<file path="src/rtl/cr16_pkg.sv">
`default_nettype none
// +----------------------------------------------------------------------+
// | cr16_pkg: opcodes, status bit indices and FSM states for the ALU.    |
// | Revision: 1.0                                                        |
// +----------------------------------------------------------------------+
package cr16_pkg;

    localparam logic [3:0] OP_ADD   = 4'd0;
    localparam logic [3:0] OP_ADDU  = 4'd1;
    localparam logic [3:0] OP_ADDC  = 4'd2;
    localparam logic [3:0] OP_ADDCU = 4'd3;
    localparam logic [3:0] OP_SUB   = 4'd4;
    localparam logic [3:0] OP_SUBU  = 4'd5;
    localparam logic [3:0] OP_AND   = 4'd6;
    localparam logic [3:0] OP_OR    = 4'd7;
    localparam logic [3:0] OP_XOR   = 4'd8;
    localparam logic [3:0] OP_NOT   = 4'd9;
    localparam logic [3:0] OP_LSH   = 4'd10;
    localparam logic [3:0] OP_RSH   = 4'd11;
    localparam logic [3:0] OP_ALSH  = 4'd12;
    localparam logic [3:0] OP_ARSH  = 4'd13;
    localparam logic [3:0] OP_MUL   = 4'd14;
    localparam logic [3:0] OP_RSVD  = 4'd15;

    localparam int ST_C = 0;
    localparam int ST_L = 1;
    localparam int ST_F = 2;
    localparam int ST_Z = 3;
    localparam int ST_N = 4;
    localparam int ST_W = 5;

    typedef enum logic [1:0] {
        S_IDLE = 2'd0,
        S_MUL  = 2'd1,
        S_HOLD = 2'd2
    } state_t;

    // Only the unsigned arithmetic ops write the carry register directly;
    // MUL writes it from the multiplier when the product completes.
    function automatic logic op_writes_cst(input logic [3:0] op);
        return (op == OP_ADDU) || (op == OP_ADDCU) || (op == OP_SUBU);
    endfunction

endpackage
`default_nettype wire

</file>
<file path="src/rtl/cr16_mul_iter.sv">
`default_nettype none
// +----------------------------------------------------------------------+
// | cr16_mul_iter: iterative shift-add unsigned multiplier, 1 bit/cycle. |
// | Revision: 1.0                                                        |
// +----------------------------------------------------------------------+
module cr16_mul_iter #(
    parameter int WIDTH = 16
) (
    input  logic               i_clk,
    input  logic               i_rst_n,
    input  logic               i_start,
    input  logic [WIDTH-1:0]   i_a,
    input  logic [WIDTH-1:0]   i_b,
    output logic               o_done,
    output logic [2*WIDTH-1:0] o_product
);

    localparam int CNT_W = $clog2(WIDTH);
    localparam logic [CNT_W-1:0] CNT_LAST = CNT_W'(WIDTH - 1);

    logic [2*WIDTH-1:0] r_mcand;
    logic [WIDTH-1:0]   r_mplier;
    logic [2*WIDTH-1:0] r_acc;
    logic [CNT_W-1:0]   r_cnt;
    logic               r_busy;
    logic               r_done;

    always_ff @(posedge i_clk or negedge i_rst_n) begin
        if (!i_rst_n) begin
            r_mcand  <= '0;
            r_mplier <= '0;
            r_acc    <= '0;
            r_cnt    <= '0;
            r_busy   <= 1'b0;
            r_done   <= 1'b0;
        end else if (i_start) begin
            r_mcand  <= {{WIDTH{1'b0}}, i_a};
            r_mplier <= i_b;
            r_acc    <= '0;
            r_cnt    <= '0;
            r_busy   <= 1'b1;
            r_done   <= 1'b0;
        end else if (r_busy) begin
            if (r_mplier[0]) begin
                r_acc <= r_acc + r_mcand;
            end
            r_mcand  <= r_mcand << 1;
            r_mplier <= r_mplier >> 1;
            r_cnt    <= r_cnt + 1'b1;
            if (r_cnt == CNT_LAST) begin
                r_busy <= 1'b0;
                r_done <= 1'b1;
            end
        end else begin
            r_done <= 1'b0;
        end
    end

    assign o_done    = r_done;
    assign o_product = r_acc;

endmodule
`default_nettype wire

</file>
<file path="src/rtl/cr16_alu_pipe.sv">
`default_nettype none
// +----------------------------------------------------------------------+
// | cr16_alu_pipe: registered, handshaked CR16 ALU with carry chaining   |
// | and an iterative multiplier on opcode 14.         Revision: 1.0      |
// +----------------------------------------------------------------------+
module cr16_alu_pipe
    import cr16_pkg::*;
#(
    parameter  int WIDTH = 16,
    localparam int SHW   = $clog2(WIDTH)
) (
    input  logic             I_CLK,
    input  logic             I_NRESET,
    input  logic             I_VALID,
    output logic             O_READY,
    input  logic [3:0]       I_OPCODE,
    input  logic [WIDTH-1:0] I_A,
    input  logic [WIDTH-1:0] I_B,
    output logic             O_VALID,
    input  logic             I_READY,
    output logic [WIDTH-1:0] O_C,
    output logic [4:0]       O_STATUS
);

    localparam int MSB = WIDTH - 1;

    state_t             r_state;
    state_t             w_state_nxt;
    logic               r_valid;
    logic [WIDTH-1:0]   r_c;
    logic [ST_W-1:0]    r_status;
    logic               r_cst;

    logic               w_accept;
    logic               w_is_mul;
    logic               w_cin;
    logic [WIDTH:0]     w_add;
    logic [WIDTH:0]     w_sub;
    logic               w_add_ovf;
    logic               w_sub_ovf;
    logic [SHW-1:0]     w_sh;
    logic               w_big;
    logic [WIDTH-1:0]   w_res;
    logic [ST_W-1:0]    w_st;
    logic               w_mul_done;
    logic [2*WIDTH-1:0] w_prod;
    logic               w_mul_c;

    assign O_READY  = (r_state == S_IDLE) || ((r_state == S_HOLD) && I_READY);
    assign w_accept = I_VALID && O_READY;
    assign w_is_mul = (I_OPCODE == OP_MUL);

    assign w_cin = ((I_OPCODE == OP_ADDC) || (I_OPCODE == OP_ADDCU)) ? r_cst : 1'b0;
    assign w_add = {1'b0, I_A} + {1'b0, I_B} + {{WIDTH{1'b0}}, w_cin};
    assign w_sub = {1'b0, I_B} - {1'b0, I_A};

    assign w_add_ovf = (I_A[MSB] == I_B[MSB]) && (w_add[MSB] != I_A[MSB]);
    assign w_sub_ovf = (I_A[MSB] != I_B[MSB]) && (w_sub[MSB] != I_B[MSB]);

    // Any shift-amount bit at or above SHW means a shift of WIDTH or more.
    assign w_sh  = I_B[SHW-1:0];
    assign w_big = |I_B[WIDTH-1:SHW];

    always_comb begin
        w_res = '0;
        w_st  = '0;
        unique case (I_OPCODE)
            OP_ADD, OP_ADDC: begin
                w_res       = w_add[WIDTH-1:0];
                w_st[ST_N]  = w_add[MSB];
                w_st[ST_F]  = w_add_ovf;
            end
            OP_ADDU, OP_ADDCU: begin
                w_res       = w_add[WIDTH-1:0];
                w_st[ST_C]  = w_add[WIDTH];
            end
            OP_SUB: begin
                w_res       = w_sub[WIDTH-1:0];
                w_st[ST_F]  = w_sub_ovf;
                w_st[ST_N]  = w_sub[MSB] ^ w_sub_ovf;
            end
            OP_SUBU: begin
                w_res       = w_sub[WIDTH-1:0];
                w_st[ST_C]  = w_sub[WIDTH];
                w_st[ST_L]  = w_sub[WIDTH];
            end
            OP_AND:  w_res = I_A & I_B;
            OP_OR:   w_res = I_A | I_B;
            OP_XOR:  w_res = I_A ^ I_B;
            OP_NOT:  w_res = ~I_A;
            OP_LSH, OP_ALSH: w_res = w_big ? '0 : (I_A << w_sh);
            OP_RSH:  w_res = w_big ? '0 : (I_A >> w_sh);
            OP_ARSH: w_res = w_big ? {WIDTH{I_A[MSB]}} : WIDTH'($signed(I_A) >>> w_sh);
            default: w_res = '0;
        endcase
        if ((I_OPCODE >= OP_AND) && (I_OPCODE <= OP_ARSH)) begin
            w_st[ST_N] = w_res[MSB];
        end
        if ((I_OPCODE != OP_MUL) && (I_OPCODE != OP_RSVD)) begin
            w_st[ST_Z] = ~|w_res;
        end
    end

    cr16_mul_iter #(
        .WIDTH     (WIDTH)
    ) u_mul (
        .i_clk     (I_CLK),
        .i_rst_n   (I_NRESET),
        .i_start   (w_accept && w_is_mul),
        .i_a       (I_A),
        .i_b       (I_B),
        .o_done    (w_mul_done),
        .o_product (w_prod)
    );

    assign w_mul_c = |w_prod[2*WIDTH-1:WIDTH];

    always_comb begin
        w_state_nxt = r_state;
        unique case (r_state)
            S_IDLE: begin
                if (w_accept) begin
                    w_state_nxt = w_is_mul ? S_MUL : S_HOLD;
                end
            end
            S_MUL: begin
                if (w_mul_done) begin
                    w_state_nxt = S_HOLD;
                end
            end
            S_HOLD: begin
                if (w_accept) begin
                    w_state_nxt = w_is_mul ? S_MUL : S_HOLD;
                end else if (I_READY) begin
                    w_state_nxt = S_IDLE;
                end
            end
            default: w_state_nxt = S_IDLE;
        endcase
    end

    always_ff @(posedge I_CLK or negedge I_NRESET) begin
        if (!I_NRESET) begin
            r_state  <= S_IDLE;
            r_valid  <= 1'b0;
            r_c      <= '0;
            r_status <= '0;
            r_cst    <= 1'b0;
        end else begin
            r_state <= w_state_nxt;
            if (w_accept && !w_is_mul) begin
                r_c      <= w_res;
                r_status <= w_st;
                r_valid  <= 1'b1;
                if (op_writes_cst(I_OPCODE)) begin
                    r_cst <= w_st[ST_C];
                end
            end else if (w_accept) begin
                r_valid <= 1'b0;
            end else if ((r_state == S_MUL) && w_mul_done) begin
                r_c            <= w_prod[WIDTH-1:0];
                r_status       <= '0;
                r_status[ST_C] <= w_mul_c;
                r_status[ST_Z] <= ~|w_prod[WIDTH-1:0];
                r_cst          <= w_mul_c;
                r_valid        <= 1'b1;
            end else if ((r_state == S_HOLD) && I_READY) begin
                r_valid <= 1'b0;
            end
        end
    end

    assign O_VALID  = r_valid;
    assign O_C      = r_c;
    assign O_STATUS = r_status;

endmodule
`default_nettype wire
</file>
<file path="config.mk">
export PLATFORM = sky130hd
export DESIGN_NAME = cr16_alu_pipe
export DESIGN_NICKNAME = d
export VERILOG_FILES = /design/src/rtl/cr16_pkg.sv /design/src/rtl/cr16_mul_iter.sv /design/src/rtl/cr16_alu_pipe.sv
export SDC_FILE = /design/constraint.sdc
export NUM_CORES = 1
export LEC_CHECK = 0
export BUFFER_PORTS_ARGS = -buffer_cell sky130_fd_sc_hd__buf_2
export CAP_MARGIN = 20
export CORE_MARGIN = 3
export CORE_UTILIZATION = 25
export DETAILED_ROUTE_END_ITERATION = 10
export GPL_TIMING_DRIVEN = 0
export PLACE_DENSITY = 0.44
export SLEW_MARGIN = 15
export SYNTH_ARGS = -nofsm -noshare
export SYNTH_HDL_FRONTEND = slang
export SYNTH_SLANG_ARGS = --single-unit
</file>
<file path="constraint.sdc">
create_clock -name I_CLK -period 3.75 [get_ports I_CLK]
set_clock_uncertainty 0.1 [all_clocks]
set_input_delay 0.75 -clock I_CLK [delete_from_list [all_inputs] [get_ports I_CLK]]
set_output_delay 0.75 -clock I_CLK [all_outputs]
set_load 0.05 [all_outputs]
</file>
==> impl_metrics.env <==
export IMPL_outcome="complete, but fails checks"
export IMPL_violations="setup timing"
export IMPL_netlist_instances=1320
export IMPL_worstSkewPairLatency_ns=0.38
export IMPL_tns_ns=-1.36
export IMPL_n_antenna_cell=0
export IMPL_viasPerCell=5.47
export IMPL_overflow=0
export IMPL_dp_hpwl_microns=34800
export IMPL_syn_area_sq_um=10800
export IMPL_fin_crit_sh=1.07
export IMPL_critPathMaxFanout=10
export IMPL_rrSetupSlack_ns=0.33
export IMPL_clk_transition_reported_paths_ns=0.10
export IMPL_cts_buffers=9
export IMPL_portBuffers=62
export IMPL_synth_compound_area_share=0.259
export IMPL_wl_per_cell_microns=22.8
export IMPL_slew_violations=0
export IMPL_seq_area_frac_synth=0.257
export IMPL_totalWireLength_microns=45400
export IMPL_p_clk_frac=0.150
export IMPL_crit_type="in2reg"
export IMPL_grt_max_degree=58
export IMPL_max_clock_freq_mhz=248
export IMPL_clk_path_buf_depth=2
export IMPL_fin_nets=1540
export IMPL_rsz0062_at_grt="yes"
export IMPL_fin_crit_ns=4.03
export IMPL_hold_viol_final=0
export IMPL_place_congestion=0.928
export IMPL_clock_sinks=111
export IMPL_drcViolationCount=0
export IMPL_p_sw_mw=3.40
export IMPL_coreArea_sq_um=42300
export IMPL_cp_arrival_ns=4.24
export IMPL_endpoint_kind="flip-flop"
export IMPL_wl_met1_microns=21500
export IMPL_ys_warnings_count=0
export IMPL_cts_tree="built"
export IMPL_layout_drive_gt1_share=0.175
export IMPL_power_density_nw_per_um2=547
export IMPL_whs_ns=0.236
export IMPL_synth_top_cells_by_area="dfrtp_1 (26%), ha_1 (9.2%), mux2i_1 (5.8%)"
export IMPL_grt_usage=0.195
export IMPL_synth_ff_type="dfrtp_1"
export IMPL_worst_slack_ns=-0.280
export IMPL_swShare=0.476
export IMPL_core_rowCount=75
export IMPL_ioPinCount=63
export IMPL_die_h_microns=214
export IMPL_max_cap_violations=0
export IMPL_synth_simple_area_share=0.189
export IMPL_synth_area_leader_cell="dfrtp_1"
export IMPL_drtAntennaViolNets=0
export IMPL_cts_max_level=3
export IMPL_synth_adder_area_share=0.102
export IMPL_worst_ep_required_time_ns=3.96
export IMPL_grt_pass1_vias=10700
export IMPL_yosysTopAreaCellShare=0.257
export IMPL_ys_types=85
export IMPL_leakage_nw=5.56
export IMPL_pwr_share_comb=0.556
export IMPL_slew_headroom=0.422
export IMPL_synthArstFlopShare=1.00
export IMPL_die_w_microns=214
export IMPL_synthMuxAreaShare=0.111
export IMPL_layout_commonest_cell="nand2_1"
export IMPL_drtIter0Drc=897
export IMPL_grt_antenna_before_repair=2
export IMPL_peakVddDrop_mv=0.332
export IMPL_die_area_sq_um=45800
export IMPL_num_vias=10900
export IMPL_synth_top_family_by_area="compound AO/OA/AOI/OAI gates"
export IMPL_synth_edf_count=0
export IMPL_finalSetupViolations=6
export IMPL_dp_cells=1961
export IMPL_grt_pass1_wl_microns=69500
export IMPL_power_frac_seq=0.294
export IMPL_synth_xor_area_frac=0.0243
export IMPL_met3_length_microns=2910
export IMPL_ys_ff_latch=111
export IMPL_intPower_mw=3.75
export IMPL_hp_class="in2async"
export IMPL_syn_nets=1445
export IMPL_tightestPinTransition_ns=0.867
export IMPL_syn2layout_area_growth_pct=20.7
export IMPL_root_buffer="clkbuf_16"
export IMPL_instances_no_fill=1997
export IMPL_wl_met2_microns=19900
export IMPL_top_layer_used="met5"
export IMPL_synth_area_per_cell_sq_um=8.20
export IMPL_final_cell_mix="nand2_1 (154), dfrtp_1 (111), o21ai_0 (104)"
export IMPL_worstSetupStartpointType="input pin"
export IMPL_place_ws_ns=-1.42
export IMPL_firstDrtPassIters=5
export IMPL_start_util=0.256
## Yosys cell counts (6+ instances only)
master and n:
a211oi_1 15, a21o_1 28, a21oi_1 106, a221oi_1 15, a22oi_1 14, a31oi_1 18
and2_1 12, and3_1 10, buf_1 9, buf_2 6, clkbuf_1 65, dfrtp_1 111
ha_1 80, inv_1 60, mux2_2 13, mux2i_1 63, mux4_2 19, nand2_1 154
nand2b_1 12, nand3_1 21, nand3b_1 9, nand4_1 7, nor2_1 89, nor2b_1 19
nor3_1 24, nor4_1 17, o211ai_1 7, o21a_1 10, o21ai_0 111, o21bai_1 8
o221ai_1 8, o22ai_1 12, o31ai_1 12, or3_1 6, xnor2_1 18, xor2_1 12
## final cells by class
class	instances	area [sq um]
sequential	111	2780
fill	4609	29300
buffer	82	531
multi-input combinational	1058	7790
clock buffer	9	225
inverter	62	259
clock inverter	7	100
tap	577	722
timing repair buffer	91	663
## routing by layer
layer / vias to the layer above / GRT usage
met5: - / 0
met4: 4 / 0.0521
met3: 67 / 0.0381
met2: 408 / 0.300
met1: 5361 / 0.280
li1: 5080 / -
## kinds of logic after synthesis
logic type | after synthesis
compound gates | 431
xor+xnor | 30
fa+ha+maj | 85
buf+inv | 151
flops | 111
mux | 95
simple gates | 417
## critical path: stages
cell	delay (ns)
buf_4	0.14
buf_6	0.12
clkbuf_16	0.15
nor2_4	0.13
buf_6	0.13
nand3_2	0.08
fa_2	0.38
fa_2	0.41
nor2b_4	0.15
o31ai_2	0.09
a21oi_2	0.30
a221oi_2	0.13
mux2i_1	0.14
or4_4	0.58
a211oi_2	0.22
nand4_1	0.13
o31ai_2	0.19
## state kept, by name, indices dropped and copies added, names as in the netlist
name,flops
u_mul.o_product,32
u_mul.r_mcand,32
O_C,16
u_mul.r_mplier,16
O_STATUS,5
u_mul.r_cnt,4
r_state,2
O_VALID,1
r_cst,1
u_mul.o_done,1
u_mul.r_busy,1
## worst paths after layout
kind,start,end,depth (start not counted)
worst max-delay path,I_OPCODE[3],O_STATUS[3],17
worst min-delay path,I_NRESET,O_C[2],1
worst max register to register,u_mul.o_product[4],u_mul.o_product[29],10
worst min register to register,O_C[4],O_C[4],2
max in group asynchronous,I_NRESET,u_mul.r_mplier[2],2
min in group I_CLK,O_C[4],O_C[4],2
## metrics by stage
step                total power, mW  utilization  cell area (sq um)
floorplan                      4.85            -              11000
global placement               5.92        0.283              12000
detailed placement             5.93        0.284              12000
CTS                            7.13        0.304              12900
global route                   7.76        0.309              13100
finish                         7.15        0.309              13100
## power by group through the flow
stage          clock [mW]  sequential (mW)  combinational, mW
3_3_place_gp            0             2.12               3.80
2_1_floorplan           0             2.19               2.66
4_1_cts              1.10             2.11               3.92
6_report             1.07             2.10               3.97
5_1_grt              1.16             2.17               4.43
3_5_place_dp            0             2.12               3.81
## what timing repair did
item	4_1_cts	5_1_grt
buffers inserted	21	6
gates resized for setup	83	53
pin swaps	27	32
endpoints found under the setup margin	16	12
gates cloned	0	0
hold buffers	0	0
(Power assumes the default switching activity.)
